<file path="src/rtl/fli_wb_arbiter_pkg.sv">
// Shared types and configuration defaults for the FLI writeback arbiter.
// FLEN is the FP register width; the FIFO depth and starvation limit are module defaults.
package fli_wb_arbiter_pkg;

    localparam int unsigned FLEN        = 64;
    localparam int unsigned FliDepth    = 2;
    localparam int unsigned StarveLimit = 4;

    typedef struct packed {
        logic [4:0] Rs1;
        logic [1:0] Fmt;
        logic [4:0] Rd;
    } fli_req_t;

    typedef struct packed {
        logic [FLEN-1:0] Imm;
        logic [4:0]      Rd;
    } fli_res_t;

endpackage

</file>
<file path="src/rtl/fli_wb_arbiter_if.sv">
// Bus bundle between decode, the fli generator, the div/sqrt unit and FP writeback.
// The slave modport is the arbiter's view; master is the surrounding FPU.
interface fli_wb_arbiter_if;
    import fli_wb_arbiter_pkg::*;

    logic            FliValidD;
    logic            FliReadyD;
    logic [4:0]      FliRs1D;
    logic [1:0]      FliFmtD;
    logic [4:0]      FliRdD;
    logic            FlushE;
    logic [4:0]      FliRs1;
    logic [1:0]      FliFmt;
    logic [FLEN-1:0] FliImm;
    logic            DivValidM;
    logic [FLEN-1:0] DivResM;
    logic [4:0]      DivRdM;
    logic            DivReadyM;
    logic            FRegWriteW;
    logic [FLEN-1:0] FResultW;
    logic [4:0]      FRdW;
    logic            FliBusy;

    modport slave (
        input  FliValidD, FliRs1D, FliFmtD, FliRdD, FlushE, FliImm,
        input  DivValidM, DivResM, DivRdM,
        output FliReadyD, FliRs1, FliFmt, DivReadyM, FRegWriteW, FResultW, FRdW, FliBusy
    );

    modport master (
        output FliValidD, FliRs1D, FliFmtD, FliRdD, FlushE, FliImm,
        output DivValidM, DivResM, DivRdM,
        input  FliReadyD, FliRs1, FliFmt, DivReadyM, FRegWriteW, FResultW, FRdW, FliBusy
    );

endinterface

</file>
<file path="src/rtl/fli_wb_arbiter_fifo.sv">
// Generic synchronous FIFO holding generated FLI results until the write port is granted.
// DEPTH must be a power of two so the pointers wrap naturally.
module fli_wb_arbiter_fifo #(
    parameter int unsigned DEPTH = 2,
    parameter int unsigned WIDTH = 8
) (
    input  logic                         clk,
    input  logic                         reset,
    input  logic                         i_push,
    input  logic                         i_pop,
    input  logic [WIDTH-1:0]             i_wdata,
    output logic [WIDTH-1:0]             o_rdata,
    output logic                         o_full,
    output logic                         o_empty,
    output logic [$clog2(DEPTH+1)-1:0]   o_count
);
    localparam int unsigned PtrW = $clog2(DEPTH);
    localparam int unsigned CntW = $clog2(DEPTH + 1);
    localparam logic [CntW-1:0] CntFull = CntW'(DEPTH);

    logic [WIDTH-1:0] r_mem [DEPTH];
    logic [PtrW-1:0]  r_wptr;
    logic [PtrW-1:0]  r_rptr;
    logic [CntW-1:0]  r_count;

    always_ff @(posedge clk) begin
        if (i_push) begin
            r_mem[r_wptr] <= i_wdata;
        end
    end

    always_ff @(posedge clk) begin
        if (reset) begin
            r_wptr  <= '0;
            r_rptr  <= '0;
            r_count <= '0;
        end else begin
            if (i_push) begin
                r_wptr <= r_wptr + 1'b1;
            end
            if (i_pop) begin
                r_rptr <= r_rptr + 1'b1;
            end
            case ({i_push, i_pop})
                2'b10:   r_count <= r_count + 1'b1;
                2'b01:   r_count <= r_count - 1'b1;
                default: r_count <= r_count;
            endcase
        end
    end

    assign o_rdata = r_mem[r_rptr];
    assign o_full  = (r_count == CntFull);
    assign o_empty = (r_count == '0);
    assign o_count = r_count;

endmodule

</file>
<file path="src/rtl/fli_wb_arbiter.sv">
// Sequences FLI requests through the fli generator, buffers the immediates and arbitrates
// the FP register-file write port against div/sqrt completions with FLI starvation protection.
module fli_wb_arbiter
    import fli_wb_arbiter_pkg::*;
#(
    parameter int unsigned DEPTH        = FliDepth,
    parameter int unsigned STARVE_LIMIT = StarveLimit
) (
    input logic             clk,
    input logic             reset,
    fli_wb_arbiter_if.slave bus
);
    localparam int unsigned CntW = $clog2(DEPTH + 1);
    localparam int unsigned StW  = $clog2(STARVE_LIMIT + 1);
    localparam logic [StW-1:0] StMax = StW'(STARVE_LIMIT);

    fli_req_t        r_gen;
    logic            r_gen_valid;
    logic [StW-1:0]  r_starve;

    fli_res_t        w_push_data;
    fli_res_t        w_head;
    logic            w_full;
    logic            w_empty;
    logic [CntW-1:0] w_count;
    logic            w_fli_pop;
    logic            w_div_ready;
    logic            w_div_grant;
    logic            w_gen_adv;
    logic            w_push;
    logic            w_ready;
    logic            w_accept;

    fli_wb_arbiter_fifo #(
        .DEPTH (DEPTH),
        .WIDTH ($bits(fli_res_t))
    ) u_fifo (
        .clk     (clk),
        .reset   (reset),
        .i_push  (w_push),
        .i_pop   (w_fli_pop),
        .i_wdata (w_push_data),
        .o_rdata (w_head),
        .o_full  (w_full),
        .o_empty (w_empty),
        .o_count (w_count)
    );

    // Div wins while the FLI head has waited fewer than STARVE_LIMIT cycles.
    assign w_fli_pop   = ~reset & ~w_empty & (~bus.DivValidM | (r_starve == StMax));
    assign w_div_ready = ~reset & (w_empty | (bus.DivValidM & (r_starve < StMax)));
    assign w_div_grant = bus.DivValidM & w_div_ready;

    assign w_gen_adv   = r_gen_valid & (~w_full | w_fli_pop);
    assign w_push      = ~reset & ~bus.FlushE & w_gen_adv;
    assign w_ready     = ~reset & ~bus.FlushE & (~r_gen_valid | w_gen_adv);
    assign w_accept    = bus.FliValidD & w_ready;
    assign w_push_data = '{Imm: bus.FliImm, Rd: r_gen.Rd};

    always_ff @(posedge clk) begin
        if (reset) begin
            r_gen_valid <= 1'b0;
            r_gen       <= '0;
            r_starve    <= '0;
        end else begin
            if (w_accept) begin
                r_gen_valid <= 1'b1;
                r_gen       <= '{Rs1: bus.FliRs1D, Fmt: bus.FliFmtD, Rd: bus.FliRdD};
            end else if (bus.FlushE || w_gen_adv) begin
                r_gen_valid <= 1'b0;
            end
            if (w_fli_pop || w_empty) begin
                r_starve <= '0;
            end else if (bus.DivValidM && (r_starve < StMax)) begin
                r_starve <= r_starve + 1'b1;
            end
        end
    end

    always_comb begin
        bus.FliReadyD  = w_ready;
        bus.DivReadyM  = w_div_ready;
        bus.FRegWriteW = w_fli_pop | w_div_grant;
        bus.FResultW   = '0;
        bus.FRdW       = '0;
        if (w_fli_pop) begin
            bus.FResultW = w_head.Imm;
            bus.FRdW     = w_head.Rd;
        end else if (w_div_grant) begin
            bus.FResultW = bus.DivResM;
            bus.FRdW     = bus.DivRdM;
        end
        bus.FliRs1  = (r_gen_valid && !reset) ? r_gen.Rs1 : '0;
        bus.FliFmt  = (r_gen_valid && !reset) ? r_gen.Fmt : '0;
        bus.FliBusy = ~reset & (r_gen_valid | (w_count != '0));
    end

endmodule

</file>
<file path="src/flat_wrapper.sv">
// flat-port wrapper written by rule: the top's interface ports become plain ports
module fli_wb_arbiter_flat import fli_wb_arbiter_pkg::*;
#(
    parameter int unsigned DEPTH        = FliDepth,
    parameter int unsigned STARVE_LIMIT = StarveLimit
)
  (clk, reset, bus_FliValidD, bus_FliRs1D, bus_FliFmtD, bus_FliRdD, bus_FlushE, bus_FliImm, bus_DivValidM, bus_DivResM, bus_DivRdM, bus_FliReadyD, bus_FliRs1, bus_FliFmt, bus_DivReadyM, bus_FRegWriteW, bus_FResultW, bus_FRdW, bus_FliBusy);
  fli_wb_arbiter_if bus_i ();
  input logic clk;
  input logic reset;
  input wire logic [$bits(bus_i.FliValidD)-1:0] bus_FliValidD;
  input wire logic [$bits(bus_i.FliRs1D)-1:0] bus_FliRs1D;
  input wire logic [$bits(bus_i.FliFmtD)-1:0] bus_FliFmtD;
  input wire logic [$bits(bus_i.FliRdD)-1:0] bus_FliRdD;
  input wire logic [$bits(bus_i.FlushE)-1:0] bus_FlushE;
  input wire logic [$bits(bus_i.FliImm)-1:0] bus_FliImm;
  input wire logic [$bits(bus_i.DivValidM)-1:0] bus_DivValidM;
  input wire logic [$bits(bus_i.DivResM)-1:0] bus_DivResM;
  input wire logic [$bits(bus_i.DivRdM)-1:0] bus_DivRdM;
  output wire logic [$bits(bus_i.FliReadyD)-1:0] bus_FliReadyD;
  output wire logic [$bits(bus_i.FliRs1)-1:0] bus_FliRs1;
  output wire logic [$bits(bus_i.FliFmt)-1:0] bus_FliFmt;
  output wire logic [$bits(bus_i.DivReadyM)-1:0] bus_DivReadyM;
  output wire logic [$bits(bus_i.FRegWriteW)-1:0] bus_FRegWriteW;
  output wire logic [$bits(bus_i.FResultW)-1:0] bus_FResultW;
  output wire logic [$bits(bus_i.FRdW)-1:0] bus_FRdW;
  output wire logic [$bits(bus_i.FliBusy)-1:0] bus_FliBusy;
  assign bus_i.FliValidD = bus_FliValidD;
  assign bus_i.FliRs1D = bus_FliRs1D;
  assign bus_i.FliFmtD = bus_FliFmtD;
  assign bus_i.FliRdD = bus_FliRdD;
  assign bus_i.FlushE = bus_FlushE;
  assign bus_i.FliImm = bus_FliImm;
  assign bus_i.DivValidM = bus_DivValidM;
  assign bus_i.DivResM = bus_DivResM;
  assign bus_i.DivRdM = bus_DivRdM;
  assign bus_FliReadyD = bus_i.FliReadyD;
  assign bus_FliRs1 = bus_i.FliRs1;
  assign bus_FliFmt = bus_i.FliFmt;
  assign bus_DivReadyM = bus_i.DivReadyM;
  assign bus_FRegWriteW = bus_i.FRegWriteW;
  assign bus_FResultW = bus_i.FResultW;
  assign bus_FRdW = bus_i.FRdW;
  assign bus_FliBusy = bus_i.FliBusy;
  fli_wb_arbiter #(.DEPTH(DEPTH), .STARVE_LIMIT(STARVE_LIMIT)) u_core (.clk(clk), .reset(reset), .bus(bus_i));
endmodule
</file>
<file path="config.mk">
export PLATFORM = sky130hd
export DESIGN_NAME = fli_wb_arbiter_flat
export DESIGN_NICKNAME = d
export VERILOG_FILES = /design/src/rtl/fli_wb_arbiter_pkg.sv /design/src/rtl/fli_wb_arbiter_if.sv /design/src/rtl/fli_wb_arbiter_fifo.sv /design/src/rtl/fli_wb_arbiter.sv /design/src/flat_wrapper.sv
export SDC_FILE = /design/constraint.sdc
export NUM_CORES = 1
export LEC_CHECK = 0
export CORE_ASPECT_RATIO = 1.75
export CORE_MARGIN = 3
export CORE_UTILIZATION = 42
export CTS_BUF_LIST = sky130_fd_sc_hd__clkbuf_8
export DETAILED_ROUTE_END_ITERATION = 16
export GPL_TIMING_DRIVEN = 0
export PLACE_DENSITY = 0.87
export SLEW_MARGIN = 5
export SYNTH_ARGS = -nofsm -noshare
export SYNTH_HDL_FRONTEND = slang
export SYNTH_HIERARCHICAL = 1
export SYNTH_SLANG_ARGS = --single-unit
</file>
<file path="constraint.sdc">
create_clock -name clk -period 5.1 [get_ports clk]
set_input_delay 1.02 -clock clk [delete_from_list [all_inputs] [get_ports clk]]
set_output_delay 1.02 -clock clk [all_outputs]
set_load 0.05 [all_outputs]
</file>
==> results.tsv <==
metric	value	unit
status	finished clean	
register-to-register setup slack	2.06	ns
commonest non-fill, non-tap cells in the layout	229 x clkdlybuf4s50_1, 138 x edfxtp_1, 81 x a22o_1, 69 x mux2_2, 21 x dfxtp_1	
Vias	4464	
Syn Nets	552	
slowest stage cell, crit path	clkdlybuf4s50_1	
Unique masters post-synth	31	
Int Pwr	1.95	mW
MaxCap Viol Count	0	
Worst-Margin Slew	0.798	ns
Crit. End Element	output pin	
CTS-repair resized insts	0	
final net count	803	
Clk Latency, worst-skew pair	0.41	ns
simple-gate share of the synthesized area	2.89	%
Max Slew Vio Count	0	
crit path time final	4.88	ns
clock share of power	31.2	%
synth warn	6	
initial antenna violation count	0	
CTS tree	done	
Post-Layout Cell Count	845	
core box area	15100	µm²
vias in the first global route	4869	
setup violators final	0	
remaining global-route overflow	0	
WS Path Type	in -> out	
Slew headroom	46.6	%
CTS Hold Bufs	0	
CP Cell Sequence	clkdlybuf4s50_1, clkbuf_1, nor2_1, nand2_1, inv_2, clkbuf_1, a22o_1, clkdlybuf4s50_1	
first-pass detailed-route iteration total	5	
fin crit share	95.6	%
share of cells above drive strength 1	19.0	%
Sink Count	159	
Worst VDD drop	0.216	mV
vias per cell	5.28	
first-pass GRT wire length	25.3	mm
DRC violations left	0	
Worst Setup Start Kind	primary input	
CTS clk-pin slew, worst paths	0.09	ns
Mapped Avg Cell Area	16.5	µm²
Pleak	3.30	nW
initial drt markers	176	
unrepaired setup endpoints after global routing	false	
Worst EP required	4.08	ns
Synth-to-Final Area Change	44.8	%
Sw Share	25.1	%
Reg power frac	55.0	%
most common cell after layout, fill and taps aside	clkdlybuf4s50_1	
hold path cells	0	
Hold WC Path Type	reg -> reg	
post-synthesis sequential area ratio	69.4	%
Synth Area in Compound Gates	12.3	%
CTS Buffer Depth	2	
Synth Cell Area	6580	µm²
WP data arrival	3.86	ns
drt wl/cell	20.0	µm
placed cells	814	
FF-to-FF Start	u_core/r_starve[0]	
launch point of the worst hold path	u_core/r_gen[1]	
Post-Synth Adder-Cell Area	0.570	%
fmax	0.205	GHz
root buffer cell	clkbuf_8	
CTS H-tree depth	4	
overall power	2.60	mW
Routed Antenna Nets	0	
Site Rows	59	
Initial Utilization	43.5	%
IO buf count	229	
post-DP HPWL	12.7	mm
worst reg2reg endpoint	u_core/u_fifo/r_mem[0][40]	
Cells after Synth	399	
Gate power share	13.8	%
diode count	0	
Die Span Y	172	µm
largest family of logic cells by synthesized area	compound AO/OA/AOI/OAI gates	
Fin. Hold Viols	0	
mux cell area share after synthesis	11.8	%
largest net degree at the start of global routing	46	
worst-path maximum fanout	10	
P_sw	651	µW
Tot GR Track Use	19.2	%
setup bufs post-CTS	0	
Worst Reg-to-Reg Cells	9	
synthesis-stage register bit count	159	
CTS Buf Count	17	
Ports	230	
die area	17300	µm²
Layout Skew	0.0117	ns
Post-Route WL	16.9	mm
power per cell area	273	nW/µm²
Chip Width	101	µm
Hold EP	u_core/u_fifo/r_mem[1][1]	
placer congestion estimate	0.805	
delay of the slowest critical-path stage	0.86	ns
XOR/XNOR Fraction of Synth Area	0.532	%
worst max-delay path: cells and delay by family:
kind            cells  cell delay, ns
buf+inv             5            2.32
compound gates      1            0.23
simple gates        2            0.28
synthesized netlist by cell type:
| cell type | n | area [µm²] |
|---|---|---|
| a211oi_1 | 2 | 15.0 |
| a21bo_2 | 1 | 10.0 |
| a21oi_1 | 5 | 25.0 |
| a221oi_2 | 1 | 15.0 |
| a22o_1 | 81 | 709 |
| and2_1 | 8 | 50.1 |
| and2b_2 | 1 | 8.76 |
| and3b_1 | 2 | 17.5 |
| buf_2 | 15 | 75.1 |
| buf_6 | 3 | 33.8 |
| clkbuf_1 | 8 | 30.0 |
| dfxtp_1 | 21 | 420 |
| edfxtp_1 | 138 | 4140 |
| ha_1 | 3 | 37.5 |
| inv_1 | 7 | 26.3 |
| inv_2 | 1 | 3.75 |
| mux2_2 | 69 | 777 |
| nand2_1 | 3 | 11.3 |
| nand3_1 | 1 | 5.00 |
| nor2_1 | 13 | 48.8 |
| nor2b_1 | 2 | 12.5 |
| nor3_1 | 2 | 10.0 |
| nor3b_1 | 1 | 7.51 |
| o211a_1 | 1 | 10.0 |
| o21a_1 | 1 | 7.51 |
| o21ai_0 | 1 | 5.00 |
| o311a_1 | 1 | 10.0 |
| or2_2 | 1 | 6.26 |
| or3_1 | 2 | 12.5 |
| xnor2_1 | 3 | 26.3 |
| xor2_1 | 1 | 8.76 |
flip-flops by register name (all words and copies together), names as in the netlist, named ones only:
register / count
u_core/u_fifo/r_wptr: 1
u_core/r_gen: 12
u_core/u_fifo/r_rptr: 1
u_core/u_fifo/r_mem: 138
u_core/u_fifo/o_count: 2
u_core/r_gen_valid: 1
u_core/r_starve: 3
how the worst max path moves through the flow:
stage | depth (start not counted) | slack, ns | from | endpoint
after global routing | 8 | 0.05 | reset | bus_FResultW[50]
final | 8 | 0.22 | reset | bus_FResultW[62]
after global placement | 7 | -0.74 | reset | u_core/u_fifo/r_mem[0][10]
after CTS | 8 | 0.20 | reset | bus_FResultW[50]
after floorplan | 6 | 0.92 | reset | u_core/u_fifo/r_mem[0][0]
after detailed placement | 8 | 0.22 | reset | bus_FResultW[50]
cell type report:
cell class | count | area [µm²]
Fill cell | 1098 | 5600
Sequential cell | 159 | 4560
Timing Repair Buffer | 232 | 2370
Multi-Input combinational cell | 206 | 1860
Clock buffer | 17 | 234
Tap cell | 183 | 229
Buffer | 26 | 139
Clock inverter | 14 | 109
Inverter | 8 | 30.0
through the flow:
stage               setup TNS [ns]  utilization, %  cell area [µm²]  hold slack (ns)  worst slack, ns
floorplan                        0               -             6580            0.426            0.915
global placement            -79.66            60.2             9100            0.439           -0.739
detailed placement               0            60.7             9190            0.450            0.215
CTS                              0            63.0             9530            0.476            0.201
finish                           0            63.0             9530            0.469            0.225
global route                     0            63.0             9530            0.498           0.0478
power groups by stage:
stage / logic, mW / registers (mW) / clock network [mW]
2_1_floorplan: 0.162 / 1.46 / 0
3_3_place_gp: 0.349 / 1.46 / 0
3_5_place_dp: 0.359 / 1.46 / 0
4_1_cts: 0.361 / 1.43 / 0.833
5_1_grt: 0.375 / 1.43 / 0.889
6_report: 0.358 / 1.43 / 0.812
metal layers:
layer	vias to the layer above	part of all wire, %	track usage (%)
met5	-	0	0
met4	0	2.1	6.51
met3	26	6.4	4.79
met2	176	57	37.2
met1	2167	35	19.5
li1	2095	-	-
cells by family after synthesis:
family | after synthesis
flip-flops | 159
AO/OA/AOI/OAI | 94
multiplexers | 69
AND/OR/NAND/NOR | 36
buffers and inverters | 34
XOR/XNOR | 4
adder cells (fa/ha/maj) | 3
Note: power is estimated with default switching activity, not from simulation.
